### src/rtl/alu_seq_pkg.sv
// rtl/alu_seq_pkg.sv - opcodes, FSM states and golden ALU model for alu_seq_ctrl
package alu_seq_pkg;

    localparam logic [2:0] OP_ADD  = 3'd0;
    localparam logic [2:0] OP_SUB  = 3'd1;
    localparam logic [2:0] OP_MUL  = 3'd2;
    localparam logic [2:0] OP_AND  = 3'd3;
    localparam logic [2:0] OP_OR   = 3'd4;
    localparam logic [2:0] OP_NOT  = 3'd5;
    localparam logic [2:0] OP_XOR  = 3'd6;
    localparam logic [2:0] OP_XNOR = 3'd7;

    typedef enum logic {
        ST_IDLE = 1'b0,
        ST_WAIT = 1'b1
    } state_e;

    // Operands are zero-extended first so sub/not/xnor produce full 8-bit results.
    function automatic logic [7:0] golden_rslt(input logic [2:0] op,
                                               input logic [3:0] a,
                                               input logic [3:0] b);
        logic [7:0] ea;
        logic [7:0] eb;
        logic [7:0] r;
        ea = {4'h0, a};
        eb = {4'h0, b};
        case (op)
            OP_ADD:  r = ea + eb;
            OP_SUB:  r = ea - eb;
            OP_MUL:  r = ea * eb;
            OP_AND:  r = ea & eb;
            OP_OR:   r = ea | eb;
            OP_NOT:  r = ~ea;
            OP_XOR:  r = ea ^ eb;
            default: r = ~(ea ^ eb);
        endcase
        return r;
    endfunction

endpackage

### src/rtl/alu_seq_rsp_fifo.sv
// rtl/alu_seq_rsp_fifo.sv - circular response FIFO of {opcode, result} entries
module alu_seq_rsp_fifo #(
    parameter int RSP_DEPTH = 4,
    parameter int WIDTH     = 11,
    localparam int PW       = $clog2(RSP_DEPTH),
    localparam int CW       = $clog2(RSP_DEPTH + 1)
) (
    input  logic             clk,
    input  logic             rst_n,
    input  logic             push_i,
    input  logic [WIDTH-1:0] push_data_i,
    input  logic             pop_i,
    output logic [WIDTH-1:0] pop_data_o,
    output logic [CW-1:0]    count_o,
    output logic             empty_o,
    output logic             full_o
);

    localparam logic [PW-1:0] PTR_ONE = PW'(1);
    localparam logic [CW-1:0] DEPTH_C = CW'(RSP_DEPTH);

    logic [WIDTH-1:0] mem_q [RSP_DEPTH];
    logic [PW-1:0]    wr_ptr_q;
    logic [PW-1:0]    rd_ptr_q;
    logic [CW-1:0]    count_q;
    logic             do_push;
    logic             do_pop;

    assign empty_o    = (count_q == '0);
    assign full_o     = (count_q == DEPTH_C);
    assign count_o    = count_q;
    assign pop_data_o = mem_q[rd_ptr_q];
    assign do_push    = push_i && !full_o;
    assign do_pop     = pop_i && !empty_o;

    always_ff @(posedge clk or negedge rst_n) begin
        if (!rst_n) begin
            for (int i = 0; i < RSP_DEPTH; i++) mem_q[i] <= '0;
            wr_ptr_q <= '0;
            rd_ptr_q <= '0;
            count_q  <= '0;
        end else begin
            if (do_push) begin
                mem_q[wr_ptr_q] <= push_data_i;
                wr_ptr_q        <= wr_ptr_q + PTR_ONE;
            end
            if (do_pop) rd_ptr_q <= rd_ptr_q + PTR_ONE;
            case ({do_push, do_pop})
                2'b10:   count_q <= count_q + CW'(1);
                2'b01:   count_q <= count_q - CW'(1);
                default: count_q <= count_q;
            endcase
        end
    end

endmodule

### src/rtl/alu_seq_ctrl.sv
// rtl/alu_seq_ctrl.sv - ALU command sequencer; optional result checker under ALU_SEQ_CHECK_EN
module alu_seq_ctrl
    import alu_seq_pkg::*;
#(
    parameter int SETTLE_CYCLES = 1,
    parameter int RSP_DEPTH     = 4
) (
    input  logic        clk,
    input  logic        rst_n,
    input  logic        cmd_valid,
    output logic        cmd_ready,
    input  logic [2:0]  cmd_opcode,
    input  logic [3:0]  cmd_a,
    input  logic [3:0]  cmd_b,
    output logic [2:0]  alu_opcode,
    output logic [3:0]  alu_a,
    output logic [3:0]  alu_b,
    input  logic [7:0]  alu_rslt,
    output logic        rsp_valid,
    input  logic        rsp_ready,
    output logic [7:0]  rsp_data,
    output logic [2:0]  rsp_opcode,
    output logic [15:0] op_count,
    output logic        chk_err
);

    localparam int CW = $clog2(RSP_DEPTH + 1);
    localparam logic [CW-1:0] DEPTH_C  = CW'(RSP_DEPTH);
    localparam logic [3:0]    CNT_INIT = 4'(SETTLE_CYCLES - 1);

    state_e       state_q;
    logic [2:0]   alu_opcode_q;
    logic [3:0]   alu_a_q;
    logic [3:0]   alu_b_q;
    logic [3:0]   cnt_q;
    logic [15:0]  op_count_q;
    logic         capture;
    logic         fifo_empty;
    logic         fifo_full;
    logic [CW-1:0] fifo_count;
    logic [10:0]  fifo_head;

    assign cmd_ready  = (state_q == ST_IDLE) && (fifo_count < DEPTH_C);
    assign capture    = (state_q == ST_WAIT) && (cnt_q == 4'd0);
    assign alu_opcode = alu_opcode_q;
    assign alu_a      = alu_a_q;
    assign alu_b      = alu_b_q;
    assign op_count   = op_count_q;
    assign rsp_valid  = !fifo_empty;
    assign rsp_opcode = fifo_head[10:8];
    assign rsp_data   = fifo_head[7:0];

    always_ff @(posedge clk or negedge rst_n) begin
        if (!rst_n) begin
            state_q      <= ST_IDLE;
            alu_opcode_q <= '0;
            alu_a_q      <= '0;
            alu_b_q      <= '0;
            cnt_q        <= '0;
            op_count_q   <= '0;
        end else begin
            case (state_q)
                ST_IDLE: begin
                    if (cmd_valid && cmd_ready) begin
                        alu_opcode_q <= cmd_opcode;
                        alu_a_q      <= cmd_a;
                        alu_b_q      <= cmd_b;
                        cnt_q        <= CNT_INIT;
                        state_q      <= ST_WAIT;
                    end
                end
                ST_WAIT: begin
                    if (cnt_q == 4'd0) begin
                        op_count_q <= op_count_q + 16'd1;
                        state_q    <= ST_IDLE;
                    end else begin
                        cnt_q <= cnt_q - 4'd1;
                    end
                end
                default: state_q <= ST_IDLE;
            endcase
        end
    end

    // Accept is gated on free space, so the full guard on push never drops a result.
    alu_seq_rsp_fifo #(
        .RSP_DEPTH (RSP_DEPTH),
        .WIDTH     (11)
    ) u_rsp_fifo (
        .clk         (clk),
        .rst_n       (rst_n),
        .push_i      (capture && !fifo_full),
        .push_data_i ({alu_opcode_q, alu_rslt}),
        .pop_i       (rsp_ready),
        .pop_data_o  (fifo_head),
        .count_o     (fifo_count),
        .empty_o     (fifo_empty),
        .full_o      (fifo_full)
    );

`ifdef ALU_SEQ_CHECK_EN
    logic chk_err_q;

    always_ff @(posedge clk or negedge rst_n) begin
        if (!rst_n) begin
            chk_err_q <= 1'b0;
        end else if (capture && (alu_rslt != golden_rslt(alu_opcode_q, alu_a_q, alu_b_q))) begin
            chk_err_q <= 1'b1;
        end
    end

    assign chk_err = chk_err_q;
`else
    assign chk_err = 1'b0;
`endif

endmodule

### config.mk
export PLATFORM = sky130hd
export DESIGN_NAME = alu_seq_ctrl
export DESIGN_NICKNAME = d
export VERILOG_FILES = /design/src/rtl/alu_seq_pkg.sv /design/src/rtl/alu_seq_rsp_fifo.sv /design/src/rtl/alu_seq_ctrl.sv
export SDC_FILE = /design/constraint.sdc
export NUM_CORES = 1
export LEC_CHECK = 0
export CAP_MARGIN = 20
export CORE_MARGIN = 4
export CORE_UTILIZATION = 48
export CTS_CLUSTER_DIAMETER = 60
export DETAILED_ROUTE_END_ITERATION = 8
export DONT_BUFFER_PORTS = 1
export SLEW_MARGIN = 20
export SYNTH_ARGS = -nofsm -noshare
export SYNTH_HDL_FRONTEND = slang
export SYNTH_SLANG_ARGS = --single-unit
### constraint.sdc
create_clock -name clk -period 5.55 [get_ports clk]
set_input_delay 1.11 -clock clk [delete_from_list [all_inputs] [get_ports clk]]
set_output_delay 1.11 -clock clk [all_outputs]
set_load 0.05 [all_outputs]
Word-level counts from Yosys, hierarchy flattened

Index checks and enable logic that the tools add are counted.

Output and inout bits: 41
Flip-flop bits (word level): 83
Input bits: 23

$lt $le $gt $ge: 4
Bitwise operators: 3
Muxes and demuxes: 13
Eq/ne operators: 5
Reduce and logical (&&, ||, !) cells: 15
Add/sub/neg operators: 6

Operator list:

| operator              | number |
|---|---|
| $bwmux 44             | 1 |
| $mux 11               | 3 |
| $bmux 11 s2           | 1 |
| $demux 11 s2          | 1 |
| $add 16x1->16 const B | 1 |
| $mux 4                | 2 |
| $pmux 4 s2            | 1 |
| $logic_and 1x1->1     | 7 |
| $ge 3x3->1 const B    | 2 |
| $not 2->3             | 2 |
| $pmux 3 s2            | 1 |
| $reduce_and 2->1      | 3 |
| $add 2x1->2 const B   | 2 |
| $logic_not 4->1       | 1 |
| $sub 4x1->4 const B   | 1 |
| $add 3x1->3 const B   | 1 |
| $eq 3x3->1 const B    | 1 |
| $logic_not 3->1       | 1 |
| $lt 3x1->1 const B    | 1 |
| $lt 3x3->1 const B    | 1 |
| $sub 3x1->3 const B   | 1 |
| $eq 2x1->1 const B    | 1 |
| $eq 2x2->1 const B    | 1 |
| $logic_not 1->1       | 2 |
| other kinds (6)       | 7 |

Longest topological paths before layout

Depth in word-level cells: 6
Depth in mapped cells: 12
Gate-level depth less buffers: 11

Modules after synthesis

A second synthesis with hierarchy kept.

Cell total of the unflattened synthesis: 279
Area, all modules: 3707.3 sq um

Modules (own cells, without submodules):

| module           | instances | cells an instance | sequential area each (sq um) | area an instance (sq um) |
|---|---|---|---|---|
| alu_seq_rsp_fifo | 1         | 145               | 1276.2                       | 2323.5 |
| alu_seq_ctrl     | 1         | 134               | 800.8                        | 1383.8 |

Worst setup path after synthesis

No wires, ideal clock.

Path kind: register to output
Start point: register u_rsp_fifo.rd_ptr_q[0]
End point: output rsp_data[2]
Path buffers: 1
Stages on the path, launching flop included: 3
Slack: 3030 ps
Arrival: 1410 ps
Required time: 4440 ps
Path through: dfrtp_1 -> buf_2 -> mux4_2

Word-level cells in the longest chain between the ends: 4

Ends and longest elaborated chain:

| element                                     | line                   | text |
|---|---|---|
| start: declaration                          | alu_seq_rsp_fifo.sv:24 | `logic [PW-1:0] rd_ptr_q;` |
| start signal: assignment                    | alu_seq_rsp_fifo.sv:47 | `if (do_pop) rd_ptr_q <= rd_ptr_q + PTR_ONE;` |
| $not 2->3 (not written as such)             | alu_seq_rsp_fifo.sv:32 | `assign pop_data_o = mem_q[rd_ptr_q];` |
| $bmux 11 s2                                 | alu_seq_rsp_fifo.sv:32 |  |
| $mux 11 (not written as such) (2 in series) | alu_seq_rsp_fifo.sv:32 |  |
| end: declaration                            | alu_seq_ctrl.sv:21     | `output logic [7:0] rsp_data,` |

No other way between the ends. The select of a mux whose other input is x is not followed.

Worst setup path in the final report

Start point: register u_rsp_fifo.rd_ptr_q[0]
End point: output rsp_data[4]

The elaborated chain is that of the path after synthesis.

==> summary.md <==
| Metric | Value |
|---|---|
| Result of the run | finished, final reports clean |
| Stages on the worst setup path | 1 |
| Min Tclk post-route | 3.09 ns |
| Library cells used by synthesis | 33 |
| Clk slew on worst S/H paths | 0.08 ns |
| Cell chain of the critical path | mux4_2 |
| Number of H-tree levels | 3 |
| Library cell with the highest instance count after synthesis | dfrtp_1 |
| Lkg Pwr | 1.96 nW |
| DRC violations left | 0 |
| Area of the die | 0.00956 mm2 |
| Total iterations of the first detailed-routing run | 4 |
| CP max stage delay | 0.87 ns |
| Final Hold Fails | 0 |
| Setup violators final | 0 |
| Worst flop-to-flop path endpoint | u_rsp_fifo.count_o[2] |
| Fin Setup TNS | 0 ns |
| Leading area contributor after synthesis | dfrtp_1 |
| Number of buffers inserted during clock tree synthesis | 9 |
| Top cell types by occurrence after synthesis | 83 x dfrtp_1, 40 x mux2_4, 16 x mux2_2 |
| RSZ-0062 raised after global routing | no |
| Last weighted congestion value of the routability-driven placer | 0.687 |
| Via count of the first global-routing pass | 2179 |
| Crit path to | rsp_data[4] |
| Period utilization | 55.7% |
| HP Class | input pin to asynchronous set/reset pin |
| Worst vdd ir | 294 uV |
| Pin count of the biggest net entering global routing | 84 |
| Share of synthesized area spent on multiplexers | 27.1% |
| Post-synthesis instance area | 0.00387 mm2 |
| Buffers plus inverters on the worst setup path | 0 |
| Ports placed on the boundary | 64 |
| Maximum clock frequency | 323 MHz |
| Sequential-to-total area share from yosys stat | 53.7% |
| Resized Gates After CTS | 0 |
| Starting Density | 49.8% |
| Relative slew slack | 37.2% |
| Buffers from clock root to sink, at most | 2 |
| Post-synthesis instance total | 256 |
| Arrival time at the worst endpoint | 1.98 ns |
| Detailed route wirelength on metal2 | 3080 um |
| Routed metal-1 wirelength | 3120 um |
| Pins Over Slew Limit | 0 |
| Post-DRT Antenna Nets | 0 |
| ANT cells | 0 |
| Proportion of synthesized flip-flops having asynchronous set or reset | 100% |
| Post-synthesis xor/xnor area fraction | 5.21% |
| Uppermost routed layer | met5 |
| Clock latency on the worst-skew pair | 0.35 ns |
| Number of port buffers | 0 |
| Clock tree from TritonCTS | done |
| Count of filler cells inserted in the layout | 656 |
| Most used flip-flop cell after synthesis | dfrtp_1 |
| Pre-CTS worst setup slack | 2.79 ns |
| Overflow after GRT | 0 |
| Crit path max fanout | 13 |
| Post-Syn Nets | 287 |
| Number of buffers inserted by post-CTS setup repair | 0 |
| Count of flip-flops with a built-in enable after synthesis | 0 |
| Area overhead of the layout relative to synthesis | 6.24% |
| Number of cells traversed by the worst register-to-register path | 11 |
| Critical Path Sink Type | output port |
| Slack of the critical path | 2.46 ns |
| Largest family of logic cells by synthesized area | multiplexers |
| Cell Pwr Density | 669 mW/mm2 |
| Compound-gate portion of the synthesized area | 0.744% |
| Startpoint of the most critical register-to-register path | cnt_q[0] |
| Delay-heaviest family, CP | flip-flops |
| Synthesized-area fraction occupied by and/or/nand/nor cells | 7.28% |
| Root buffer cell | clkbuf_8 |
| Layout cell share with drive strength beyond 1 | 33.3% |
| Total routed wirelength | 6740 um |
| Total via count after detailed routing | 1937 |
| Vias per cell | 5.34 |
| Worst setup slack for register-to-register paths | 3.06 ns |
| Number of warnings reported in the yosys synthesis log | 0 |
| Synth Area in Adders | 2.78% |
| Placement Rows | 32 |
| # Max-Cap Violations | 0 |
| Floorplan core area | 0.00777 mm2 |
| Met3 routed wirelength | 420 um |
| Category of the critical setup timing path | flip-flop to output port |
| Type of element launching the critical path | flip-flop |
| Post-detail-place hpwl | 4450 um |
| Post-synth top area share | 53.7% |
| Total global-route track usage | 15.2% |
| Actual slew at the worst max-slew pin | 0.939 ns |
| Total number of nets in the final design | 287 |
| Antenna violations before repair | 1 |
| Width of the chip | 97.8 um |
| Number of hold-repair buffers added at the cts stage | 0 |
| Number of clock sinks seen by CTS | 83 |
| Overall die height | 97.8 um |
| Synthesized flop and latch total | 83 |
| Critical path startpoint | u_rsp_fifo.rd_ptr_q[0] |
| Synth Area per Inst | 15.1 um2 |
| Critical Path Slowest Stage Cell | dfrtp_1 |
| Post-Route Skew | 0.0103 ns |
| Routed length per placed instance | 18.6 um |
| Number of DRC violations after detailed-routing iteration 0 | 51 |
| Global-route wire length before repair | 11400 um |
| Dominant cells by area after synthesis | dfrtp_1 54%, mux2_4 16%, mux4_2 6.4% |
| Required @ worst endpoint | 4.44 ns |
==> registers in the layout (all words and copies together), names as in the netlist, 2 cells and up <==
name,count
alu_a,4
alu_b,4
alu_opcode,3
cnt_q,4
op_count,16
u_rsp_fifo.count_o,3
u_rsp_fifo.mem_q,44
u_rsp_fifo.rd_ptr_q,2
u_rsp_fifo.wr_ptr_q,2
==> worst reg2reg max path, stage by stage (launching register included) <==
cell	delay (ns)
dfrtp_1	0.42
inv_1	0.07
ha_1	0.17
and4bb_1	0.38
a21boi_4	0.45
inv_1	0.09
ha_1	0.22
inv_1	0.07
fa_1	0.17
xor2_1	0.14
nor2_1	0.06
xor2_1	0.13
==> logic make-up after synthesis <==
| logic type | count (synthesis) |
|---|---|
| adder cells (fa/ha/maj) | 8 |
| flip-flops | 83 |
| other | 1 |
| XOR/XNOR | 23 |
| AND/OR/NAND/NOR | 48 |
| AO/OA/AOI/OAI | 3 |
| multiplexers | 69 |
| buffers and inverters | 21 |
==> worst min path at each step <==
stage                         startpoint              endpoint  slack, ns  cells past startpoint
floorplan                       cnt_q[0]              cnt_q[0]       0.47                      1
global placement    u_rsp_fifo.mem_q[11]  u_rsp_fifo.mem_q[11]       0.48                      1
detailed placement  u_rsp_fifo.mem_q[33]  u_rsp_fifo.mem_q[33]       0.49                      1
CTS                                rst_n         alu_opcode[1]       0.43                      0
global route                       rst_n  u_rsp_fifo.mem_q[34]       0.41                      0
finish                             rst_n  u_rsp_fifo.mem_q[34]       0.45                      0
==> layer usage <==
layer / up-vias / track usage, %
met5: - / 0
met4: 2 / 5.43
met3: 12 / 5.93
met2: 52 / 23.0
met1: 980 / 19.9
li1: 891 / -
==> power breakdown <==
group / switching (mW) / leakage (nW) / internal, mW
clock network: 0.210 / 0.0926 / 0.220
registers: 0.435 / 1.02 / 0.851
logic: 0.541 / 0.852 / 0.493
total: 1.19 / 1.96 / 1.56
==> metrics by stage <==
step | utilization, % | std cells | total power, mW | cell area, um2 | hold WS [ns]
after global placement | 50.4 | 347 | 2.32 | 3910 | 0.483
after detailed placement | 50.4 | 347 | 2.35 | 3910 | 0.494
final | 52.9 | 363 | 2.75 | 4110 | 0.447
after global routing | 52.9 | 363 | 2.89 | 4110 | 0.414
after CTS | 52.9 | 363 | 2.78 | 4110 | 0.429
after floorplan | - | 256 | 2.21 | 3870 | 0.473
==> layout by cell type, fill, tap and decap left out, types with 4 or more instances in the layout <==
cell / instances
nand3_1: 6
mux4_2: 11
ha_1: 7
nand2_4: 4
nand4_1: 4
clkbuf_8: 10
xor2_1: 15
mux2_4: 40
nor3_1: 8
xnor2_1: 8
dfrtp_1: 83
mux2_2: 16
nand2_1: 8
inv_1: 10
nor2_1: 7
==> layout make-up <==
type | count | area (um2) | area share, %
Sequential cell | 83 | 2080 | 50.5
Multi-Input combinational cell | 152 | 1670 | 40.7
Clock buffer | 12 | 145 | 3.53
Tap cell | 102 | 128 | 3.11
Clock inverter | 4 | 50.0 | 1.22
Inverter | 10 | 37.5 | 0.914
Note: power is estimated with default switching activity, not from simulation.
